[config.mk]
export PLATFORM = sky130hd
export DESIGN_NAME = display_7seg
export DESIGN_NICKNAME = d
export VERILOG_FILES = /design/src/rtl/display_pkg.sv /design/src/rtl/seg_hex_decoder.sv /design/src/rtl/display_7seg.sv
export SDC_FILE = /design/constraint.sdc
export NUM_CORES = 1
export LEC_CHECK = 0
export CORE_AREA = 2 2 39 41
export DETAILED_ROUTE_END_ITERATION = 16
export DIE_AREA = 0 0 41 43
export PLACE_DENSITY = 0.76
export SETUP_SLACK_MARGIN = 0.1
export SYNTH_ARGS = -nofsm -noshare
export SYNTH_HDL_FRONTEND = slang
export SYNTH_SLANG_ARGS = --single-unit
export TNS_END_PERCENT = 30
[constraint.sdc]
create_clock -name clk -period 1.6 [get_ports clk]
set_clock_uncertainty 0.05 [all_clocks]
set_input_delay 0.16 -clock clk [delete_from_list [all_inputs] [get_ports clk]]
set_output_delay 0.16 -clock clk [all_outputs]
set_load 0.02 [all_outputs]
[src/rtl/display_pkg.sv]
// Shared glyph definitions for 7-segment display blocks.
// Glyphs are ordered A..G with A in the MSB; 1 = segment lit.
package display_pkg;

  typedef logic [6:0] glyph_t;

  localparam glyph_t GLYPH_ERR = 7'b0000001;  // "-"
  localparam glyph_t GLYPH_OVF = 7'b0110111;  // "H"
  localparam glyph_t GLYPH_OFF = 7'b0000000;  // blank

  // Hex digit glyphs, indexed by nibble value
  localparam glyph_t HEX_GLYPH [16] = '{
    7'b1111110,  // 0
    7'b0110000,  // 1
    7'b1101101,  // 2
    7'b1111001,  // 3
    7'b0110011,  // 4
    7'b1011011,  // 5
    7'b1011111,  // 6
    7'b1110000,  // 7
    7'b1111111,  // 8
    7'b1111011,  // 9
    7'b1110111,  // A
    7'b0011111,  // b
    7'b1001110,  // C
    7'b0111101,  // d
    7'b1001111,  // E
    7'b1000111   // F
  };

endpackage

[src/rtl/seg_hex_decoder.sv]
// Combinational nibble-to-glyph decoder, shared by display blocks.
module seg_hex_decoder
  import display_pkg::*;
(
  input  logic [3:0] i_nibble,
  output glyph_t     o_glyph
);

  // Table lookup of the hex glyph
  always_comb begin
    o_glyph = HEX_GLYPH[i_nibble];
  end

endmodule

[src/rtl/display_7seg.sv]
// Registered 7-segment driver for a parity-protected 5-bit word.
// Shows a hex digit, "H" for values >= 16, or "-" on a parity error.
module display_7seg
  import display_pkg::*;
(
  input  logic clk,
  input  logic rst_n,
  input  logic b1,
  input  logic b2,
  input  logic b3,
  input  logic b4,
  input  logic b5,
  input  logic b_par,
  output logic A,
  output logic B,
  output logic C,
  output logic D,
  output logic E,
  output logic F,
  output logic G
);

  logic   w_perr;
  glyph_t w_hex_glyph;
  glyph_t w_glyph;
  glyph_t r_seg;

  seg_hex_decoder u_hex (
    .i_nibble ({b2, b3, b4, b5}),
    .o_glyph  (w_hex_glyph)
  );

  // Parity check and glyph priority: error, then overflow, then hex
  always_comb begin
    w_perr = b1 ^ b2 ^ b3 ^ b4 ^ b5 ^ b_par;
    if (w_perr) begin
      w_glyph = GLYPH_ERR;
    end else if (b1) begin
      w_glyph = GLYPH_OVF;
    end else begin
      w_glyph = w_hex_glyph;
    end
  end

  // Output register; synchronous reset blanks the display
  always_ff @(posedge clk) begin
    if (!rst_n) begin
      r_seg <= GLYPH_OFF;
    end else begin
      r_seg <= w_glyph;
    end
  end

  assign {A, B, C, D, E, F, G} = r_seg;

endmodule

; Word-level counts from Yosys, hierarchy flattened
; Memories as Yosys holds them, arrays and structs flattened.
; Index checks and enable logic that the tools add are counted.
[totals]
regBits = 7
rom_bits = 112
input_bits = 8
output_inout_bits = 7
mem_count = 1
[mem_list]
columns = name, depth, width, rd, rd_ports_with_merged_regs, wr, line
row1 = (name not given), 16, 7, 1, 0, 0, seg_hex_decoder.sv:11  ; o_glyph = HEX_GLYPH[i_nibble];
[op_classes]
magnitude_cmp = 1
mux = 4
bitwise = 7
n_reduce_logical = 2
[op_table]
columns = cell, count
row1 = $mux 7, 2
row2 = $mux 6, 1
row3 = $ge 5x5->1 const B, 1
row4 = $not 4->5, 1
row5 = $xor 1x1->1, 5
row6 = $reduce_or 3->1, 1
row7 = $reduce_or 2->1, 1
row8 = $mux 1, 1
row9 = $not 1->1, 1

; Depth between registers and ports, before layout
; Gate-level depths: netlist of the first run.
[depth]
ltp_word = 6
mapped_depth = 5
ltp_nobuf = 5

; Cells and area by module
; A second synthesis of the first run with hierarchy kept.
[hier_totals]
hier_cells = 58
area_unflattened_um2 = 545.5
[by_module_without_submodules]
columns = module, instances, cells_per_inst, area_per_inst_um2, seq_area_each_um2
row1 = seg_hex_decoder, 1, 33, 287.8, 0.0
row2 = display_7seg, 1, 25, 257.7, 140.1

; Worst setup path before layout of the first run
; Ideal clock, no wire load.
[synth_timing]
path_kind = input -> register
from = input b4
to = register r_seg[3]
setup_time_ns = 0.092
t_arrival_ns = 1.160
required_ns = 1.458
path_slack_ns = 0.298
cell_stages = 5
cell_sequence = inv_1 -> ha_1 -> inv_1 -> mux4_2 -> nor4_1
[synth_via]
elab_chain_len = 4
elab_cells_between_ends = 8
[synth_lines]
columns = item, line
row1 = "start, declared", display_7seg.sv:11  ; input logic b4,
row2 = $not 4->5 (not written as such) / $xor 1x1->1 (equally long branches), "seg_hex_decoder.sv:11, display_7seg.sv:35"
row3 = $mem_v2 16x7 / $xor 1x1->1 (equally long branches), n/a
row4 = $mux 7 (not written as such) / $xor 1x1->1 (equally long branches), "seg_hex_decoder.sv:11, display_7seg.sv:35"
row5 = $mux 7 (not written as such) / $reduce_or 3->1 (equally long branches), n/a
row6 = "end signal, assigned", display_7seg.sv:50  ; r_seg <= w_glyph;
row7 = "end, declared", display_7seg.sv:26  ; glyph_t r_seg;
; Parallel ways exist; a longest one is shown, timed or not. The select of a mux whose other input is x is not followed.
; A chain may end at the register's enable or synchronous reset.

; Final worst setup path of the first run
[layout_timing]
from = input b_par
to = register r_seg[0]
[layout_via]
elab_chain_len = 2
[layout_lines]
columns = item, line
row1 = "start, declared", display_7seg.sv:13  ; input logic b_par,
row2 = $xor 1x1->1, display_7seg.sv:35  ; w_perr = b1 ^ b2 ^ b3 ^ b4 ^ b5 ^ b_par;
row3 = $mux 1, display_7seg.sv:36  ; if (w_perr) begin
; Every way passes these cells.

==> results of run 1 <==
power by group through the flow:
stage                     Combinational (uW)  Clock (uW)  Sequential, uW
after floorplan                          108           0             238
after global placement                   236           0             206
after detailed placement                 241           0             207
after CTS                                245         154             204
after global routing                     273         164             205
final                                    252         149             203
per-stage QoR:
| step | area [um2] | hold slack, ps |
|---|---|---|
| after CTS | 827 | 452 |
| final | 846 | 361 |
| after global placement | 786 | 706 |
| after global routing | 846 | 386 |
| after detailed placement | 786 | 702 |
| after floorplan | 556 | 238 |
placed cells by master, fill, tap and decap left out, types with 2 or more instances in the layout:
cell and count:
clkdlybuf4s50_1 10, a21oi_1 3, buf_4 13, dlygate4sd2_1 3, nand2b_1 3, mux2i_1 3, clkbuf_4 3, ha_1 6
a311oi_1 2, nor3_1 3, inv_1 4, dfxtp_1 7
cells by family (layout without fill, tap and decap cells):
group	count (synthesis)	after routing	synth area share
and+or+nand+nor	13	13	0.151
AOI/OAI and AO/OA	9	9	0.117
buffers and inverters	9	36	0.0833
adders and majority gates	7	7	0.158
DFF	7	7	0.252
muxes	5	5	0.115
xor gates and xnor gates	4	4	0.124
per-layer routing:
layer	vias up	GRT usage	share of wire
li1	243	-	-
met5	-	0	0
met1	226	0.169	0.41
met4	0	0.0400	0
met3	0	0.0157	0.055
met2	11	0.225	0.53
worst max-delay path, cell delays in order:
cell and delay (ps):
clkdlybuf4s50_1 500, xnor2_2 120, xnor3_2 520, o31a_1 300
cell type report:
class	instances	share of cell area
Clock buffer	4	0.0311
Inverter	5	0.0222
Multi-Input combinational cell	38	0.478
Sequential cell	7	0.166
Tap cell	16	0.0237
Timing Repair Buffer	27	0.280
repair_timing:
item,in CTS,in global routing
hold buffers,0,0
endpoints found under the setup margin,5,4
pin swaps,2,2
gates resized for setup,6,3
path summary, 6_finish.rpt:
path,to,slack (ps),depth (start not counted)
worst max-delay path,r_seg[0]$_SDFF_PN0_,80,4
worst min-delay path,r_seg[3]$_SDFF_PP0_,360,3
==> metrics.md, run 1 <==
| Metric | Value |
|---|---|
| Status | `complete, no violations` |
| Avg Inst Size Synth | `10.3 um2` |
| Initial antenna violation count | `0` |
| Power density over cell area | `714 mW/mm2` |
| Clock-pin slew on the worst setup and hold paths | `50 ps` |
| CTS Buf Count | `3` |
| DP HPWL | `845 um` |
| Final setup vio count | `0` |
| Initial core utilization | `0.401` |
| Net Sw Power | `178 uW` |
| Mapped Cells | `54` |
| Max-slew violations | `0` |
| Largest net degree at the start of global routing | `14` |
| Final Util | `0.611` |
| Crit path kind | `input pin to flop` |
| Root Driver | `clkbuf_4` |
| Mapped Area | `556 um2` |
| Syn_nets | `69` |
| RSZ-0062 raised after global routing | `true` |
| Clock Tree Buf Depth | `2` |
| Crit Path Max Fanout | `7` |
| Seq/Total Area, Yosys | `0.252` |
| CP Launch Type | `input pin` |
| Power Internal | `426 uW` |
| Core area | `0.00138 mm2` |
| Ant diodes | `0` |
| Multi-input logic area | `404 um2` |
| Main synth FF type | `dfxtp_1` |
| Initial DRC Count | `2` |
| Sum Neg Setup Slack | `0 ps` |
| Overall routing resource usage | `0.134` |
| P&R area growth vs syn | `52.3%` |
| HP Class | `input pin to flop` |
| EDFF count, synth | `0` |
| CTS sink cnt | `7` |
| Slew HR | `0.833` |
| Total power | `604 uW` |
| Final min period | `1520 ps` |
| Nets | `97` |
| Area of the die | `about 0.0018 mm2` |
| Setup WS pre-CTS | `-326 ps` |
| # rows | `14` |
| Residual DRC count | `0` |
| DRT Pass-1 Iters | `2` |
| Filler instances | `110` |
| Post-DR vias/cell | `4.95` |
| Net Sw Frac | `0.295` |
| H-Tree Depth | `1` |
| Clock power share | `0.246` |
| Top-Level Pins | `15` |
| Congestion Overflow GR | `0` |
| Seq pwr share | `0.337` |
| Max Cap Viol | `0` |
| Ys Warns | `0` |
| Vias in the first global route | `approximately 430` |
| Data required, critical path | `1680 ps` |
| Die width | `41 um` |
| Synth top area share | `0.252` |
| Commonest cells post-synth | `dfxtp_1, ha_1, inv_1` |
| Layout cells sized above 1 | `0.321` |
| Maximum vdd drop | `0.247 mV` |
| Biggest area consumer among synthesized cells | `dfxtp_1` |
| Static Leak | `0.000383 uW` |
| Cells after DPL | `93` |
| Final Hold Vio Count | `0` |
| Biggest register | `r_seg` |
| Routed wire length | `approximately 1.0 mm` |
| CTS tree | `yes` |
| CP startpoint | `b_par` |
| Seq. cell area | `140 um2` |
| Post-CTS Setup Bufs | `0` |
| Die Y | `between 40 and 50 um` |
| Finished Layout Cells | `97` |
| Final GP Congestion | `0.840` |
| Via count | `480` |
| Async S/R FF share, synth | `0` |
| Top flop regs | `r_seg x7` |
| Final antenna-violating net count | `0` |
| Actual slew at the worst max-slew pin | `250 ps` |
| Drt wl/cell | `roughly 10 um` |
| Crit share post-route | `0.952` |
| Buffers on Ports | `14` |
| Comb pwr share | `0.417` |
| Hold Startpoint | `b1` |
| CP endpoint kind | `flop` |
| First-pass GRT wire length | `1.68 mm` |
| Count of different cell masters after synthesis | `28` |
| Max reg flops | `7` |
| Synthesized flop and latch total | `7` |
| Synth area leaders | `dfxtp_1, ha_1, mux2i_1, xnor2_4, xnor3_2` |
| Final worst setup slack | `77.5 ps` |
| Critical path data arrival time | `1600 ps` |
| Fmax | `657 MHz` |
Power figures use the tool's default switching activity.
==> run 2, diff against run 1 <==
- CORE_AREA: 2 2 39 41 -> 5 5 42 44
- DIE_AREA: 0 0 41 43 -> 0 0 47 49
==> metrics.md, run 2 (synthesis results as in run 1) <==
| Metric | Value |
|---|---|
| Die width | `47 um (+15%)` |
| Overall routing resource usage | `0.125 (-0.00925)` |
| Power density over cell area | `734 mW/mm2 (+2.8%)` |
| H-Tree Depth | `1 (unchanged)` |
| Actual slew at the worst max-slew pin | `255 ps (+4.80 ps)` |
| Top flop regs | `r_seg x7` |
| Setup WS pre-CTS | `-341 ps (-15.1 ps)` |
| Final Hold Vio Count | `0 (unchanged)` |
| Congestion Overflow GR | `0 (unchanged)` |
| Core area | `0.00140 mm2 (+1.3%)` |
| Initial core utilization | `0.396 (-0.00502)` |
| Ant diodes | `0 (unchanged)` |
| Layout cells sized above 1 | `0.388 (+0.0672)` |
| CP Launch Type | `input pin` |
| Max stage delay on crit path | `460 ps (-60 ps)` |
| Die Y | `49 um (+14%)` |
| Root Driver | `clkbuf_4` |
| Crit-path slowest cell | `mux4_2` |
| Max-slew violations | `0 (unchanged)` |
| First-pass GRT wire length | `2.04 mm (+21%)` |
| Fmax | `703 MHz (+7.0%)` |
| HP Class | `input pin to flop` |
| Residual DRC count | `0 (unchanged)` |
| Initial DRC Count | `1 (-1)` |
| Multi-input logic area | `404 um2 (unchanged)` |
| Final min period | `1420 ps (-99.6 ps)` |
| CTS sink cnt | `7 (unchanged)` |
| Biggest register | `r_seg` |
| Static Leak | `0.000409 uW (+6.9%)` |
| Crit path cell chain | `dlygate4sd2_1, inv_2, buf_4, ha_1, mux4_2, nor4_2` |
| CTS Buf Count | `3 (unchanged)` |
| Data required, critical path | `1720 ps (+40 ps)` |
| Drt wl/cell | `11.9 um (+14%)` |
| Final setup vio count | `0 (unchanged)` |
| # rows | `14 (unchanged)` |
| Filler instances | `122 (+11%)` |
| Maximum vdd drop | `0.257 mV (+3.9%)` |
| Nets | `101 (+4.1%)` |
| Seq. cell area | `140 um2 (unchanged)` |
| Final worst setup slack | `177 ps (+99.6 ps)` |
| Max Cap Viol | `0 (unchanged)` |
| CTS tree | `yes` |
| Total power | `644 uW (+6.7%)` |
| Via count | `502 (+4.6%)` |
| Vias in the first global route | `510 (+20%)` |
| Final GP Congestion | `0.735 (-12%)` |
| Most common cell after layout, fill and taps aside | `buf_4` |
| Routed wire length | `1.21 mm (+19%)` |
| Area of the die | `0.00230 mm2 (+31%)` |
| Post-DR vias/cell | `4.97 (+0.44%)` |
| DP HPWL | `1.00 mm (+19%)` |
| Initial antenna violation count | `0 (unchanged)` |
| Final antenna-violating net count | `0 (unchanged)` |
| Max reg flops | `7 (unchanged)` |
| Commonest non-fill, non-tap cells in the layout | `buf_4, clkdlybuf4s50_1, dfxtp_1` |
| Hold_buf cts | `0 (unchanged)` |
| Crit Path Max Fanout | `4 (-3)` |
| Buffers on Ports | `14 (unchanged)` |
| DRT Pass-1 Iters | `3 (+1)` |
| P&R area growth vs syn | `58.1%` |
| RSZ-0062 raised after global routing | `false` |
| Critical path data arrival time | `1540 ps (-60 ps)` |
| Top-Level Pins | `15 (unchanged)` |
| Buf/Inv on CP | `3 (+2)` |
| Slew HR | `0.829 (-0.00384)` |
| CP delay by family, top | `buffers and inverters` |
| Clock Tree Buf Depth | `2 (unchanged)` |
| Largest net degree at the start of global routing | `13 (-1)` |
| Crit share post-route | `0.889 (-0.0623)` |
| CP endpoint kind | `flop` |
| Status | `complete, no violations` |
| Crit path kind | `input pin to flop` |
| Clock-pin slew on the worst setup and hold paths | `50 ps (about the same)` |
run 2: final cells by class:
| class | count | share of cell area |
|---|---|---|
| clock buffer | 4 | 0.0299 |
| timing repair buffer | 31 | 0.306 |
| inverter | 5 | 0.0214 |
| multi-input combinational | 38 | 0.460 |
| sequential | 7 | 0.160 |
| tap | 16 | 0.0228 |
run 2: worst paths after layout:
path,from,endpoint,slack [ps],depth (start not counted)
worst max-delay path,b5,r_seg[3]$_SDFF_PP0_,180,6
worst min-delay path,b1,r_seg[3]$_SDFF_PP0_,350,3
run 2: timing repair:
| item | 4_1_cts | 5_1_grt |
|---|---|---|
| buffers inserted | 2 | 1 |
| resized for setup | 5 | 7 |
| pin swaps | 2 | 3 |
| endpoints found under the setup margin | 6 | 7 |
run 2: per-layer routing:
| layer | up-vias | share of wire | GRT usage |
|---|---|---|---|
| li1 | 252 | - | - |
| met1 | 230 | 0.36 | 0.119 |
| met2 | 15 | 0.52 | 0.215 |
| met3 | 5 | 0.080 | 0.0148 |
| met4 | 0 | 0.038 | 0.111 |
| met5 | - | 0 | 0 |
run 2: tightest hold or removal path, stage by stage:
cell and delay (ps):
dlymetal6s2s_1 200, buf_4 200, nor4_2 50
run 2: per-stage QoR:
step | hold slack [ps] | cell area, um2 | util | TNS, ps | cells
CTS | 428 | 843 | 0.602 | 0 | 100
global route | 371 | 878 | 0.627 | 0 | 101
detailed placement | 694 | 793 | 0.566 | -1600 | 94
floorplan | 238 | 556 | - | 0 | 54
global placement | 696 | 793 | 0.566 | -1460 | 94
finish | 348 | 878 | 0.627 | 0 | 101
run 2: report_power, final:
part	internal (uW)	switching (uW)	total (uW)
combinational	153	125	279
clock	95.3	67.5	163
sequential	198	4.89	203
total	447	198	644
==> run 3, diff against run 2 <==
- DONT_BUFFER_PORTS: unset -> 1
- PLACE_DENSITY: 0.76 -> 0.61
==> metrics.md, run 3 (synthesis results as in run 1) <==
| Metric | Value |
|---|---|
| Status | `complete, no violations` |
| Comb pwr share | `0.224 (-0.208)` |
| Overall routing resource usage | `0.0881 (-0.0367)` |
| Residual DRC count | `0 (unchanged)` |
| CTS tree | `yes` |
| CP endpoint kind | `flop` |
| Commonest non-fill, non-tap cells in the layout | `ha_1, dfxtp_1, inv_1` |
| Clock power share | `0.304 (+0.051)` |
| Actual slew at the worst max-slew pin | `280 ps (+25.8 ps)` |
| Initial antenna violation count | `0 (unchanged)` |
| HP Class | `input pin to flop` |
| Die width | `47 um (unchanged)` |
| Top flop regs | `r_seg x7` |
| Initial DRC Count | `3 (+2)` |
| Data required, critical path | `1700 ps (-20 ps)` |
| Max-slew violations | `0 (unchanged)` |
| Crit share post-route | `0.708 (-0.182)` |
| Post-CTS Setup Bufs | `0 (-2)` |
| P&R area growth vs syn | `6.98%` |
| Net Sw Power | `144 uW (-27%)` |
| Routed wire length | `908 um (-25%)` |
| Ant diodes | `0 (unchanged)` |
| Clock Tree Buf Depth | `2 (unchanged)` |
| Vias in the first global route | `329 (-35%)` |
| Initial core utilization | `0.396 (unchanged)` |
| Core area | `0.00140 mm2 (unchanged)` |
| Root Driver | `clkbuf_4` |
| Crit Path Max Fanout | `6 (+2)` |
| Nets | `72 (-29%)` |
| Layout cells sized above 1 | `0.161 (-0.228)` |
| Final antenna-violating net count | `0 (unchanged)` |
| Buffers on Ports | `0 (-14)` |
| Sum Neg Setup Slack | `0 ps (unchanged)` |
| Hold_buf cts | `2 (+2)` |
| # rows | `14 (unchanged)` |
| RSZ-0062 raised after global routing | `false` |
| H-Tree Depth | `1 (unchanged)` |
| Biggest register | `r_seg` |
| Top-Level Pins | `15 (unchanged)` |
| Crit path kind | `input pin to flop` |
| Final Hold Vio Count | `0 (unchanged)` |
| Maximum vdd drop | `0.200 mV (-22%)` |
| Total power | `500 uW (-22%)` |
| Largest net degree at the start of global routing | `16 (+3)` |
| First-pass GRT wire length | `1.41 mm (-31%)` |
| Final GP Congestion | `0.746 (+1.5%)` |
| Seq. cell area | `140 um2 (unchanged)` |
| Power Internal | `356 uW (-20%)` |
| Clock-pin slew on the worst setup and hold paths | `50 ps (about the same)` |
| Final min period | `1130 ps (-291 ps)` |
| Die Y | `49 um (unchanged)` |
| Max reg flops | `7 (unchanged)` |
| CTS Buf Count | `3 (unchanged)` |
| Area of the die | `0.00230 mm2 (unchanged)` |
| Max Cap Viol | `0 (unchanged)` |
| Multi-input logic area | `369 um2 (-8.7%)` |
| Final setup vio count | `0 (unchanged)` |
| Filler instances | `148 (+21%)` |
| DRT Pass-1 Iters | `3 (unchanged)` |
| Number of gates resized after CTS | `0 (-5)` |
| Drt wl/cell | `12.6 um (+5.7%)` |
| Slew HR | `0.812 (-0.0166)` |
| Final Util | `0.424 (-0.203)` |
| Static Leak | `0.000255 uW (-38%)` |
| Net Sw Frac | `0.287 (-0.0193)` |
| CTS sink cnt | `7 (unchanged)` |
| Seq pwr share | `0.472 (+0.157)` |
| Post-DR vias/cell | `4.99 (+0.32%)` |
| DP HPWL | `718 um (-28%)` |
| Power density over cell area | `841 mW/mm2 (+15%)` |
| Congestion Overflow GR | `0 (unchanged)` |
| Critical path data arrival time | `1230 ps (-310 ps)` |
| CP Launch Type | `input pin` |
| Via count | `359 (-28%)` |
| Fmax | `883 MHz (+26%)` |
==> run 3: cell types whose count changed in the layout (fill, tap and decap cells not counted), moves of 2 or more <==
cell and delta:
dlymetal6s2s_1 -2, dlygate4sd2_1 -3, inv_1 +2, buf_4 -17
dlygate4sd3_1 +2, clkdlybuf4s50_1 -9, inv_2 -2
==> run 3: per-stage QoR <==
step           cell area (um2)  cells  worst slack (ps)  hold WS [ps]
2_1_floorplan              556     54               298           238
3_3_place_gp               548     66               260           185
3_5_place_dp               548     66               217           186
4_1_cts                    594     72               475          2.34
5_1_grt                    594     72               376          1.75
6_report                   594     72               468          11.5
==> run 3: worst paths after layout <==
path	startpoint	end	cells after the start
hold / removal	b1	r_seg[0]$_SDFF_PN0_	1
setup / recovery	b4	r_seg[3]$_SDFF_PP0_	5
==> run 3: critical path, cell delays in order <==
cell and delay (ps):
inv_1 60, ha_1 300, inv_1 40, mux4_2 440, nor4_1 230
==> run 3: final cells by class <==
class / instances / area share
clock buffers: 4 / 0.0442
flip-flops and latches: 7 / 0.236
inverters: 5 / 0.0316
repair buffers: 2 / 0.0337
well taps: 16 / 0.0337
multi-input cells: 38 / 0.621
==> run 3: routing by layer <==
layer  track usage  up-vias  routed length, um
met2         0.109       14                377
met1         0.112      150                417
met5             0        -                  0
met4        0.0829        0                 11
li1              -      193                  -
met3        0.0295        2                101
==> run 3: power by group through the flow <==
stage / combinational (uW) / clock [uW] / sequential, uW
2_1_floorplan: 108 / 0 / 238
3_3_place_gp: 107 / 0 / 240
3_5_place_dp: 108 / 0 / 240
4_1_cts: 113 / 157 / 237
5_1_grt: 123 / 173 / 238
6_report: 112 / 152 / 236
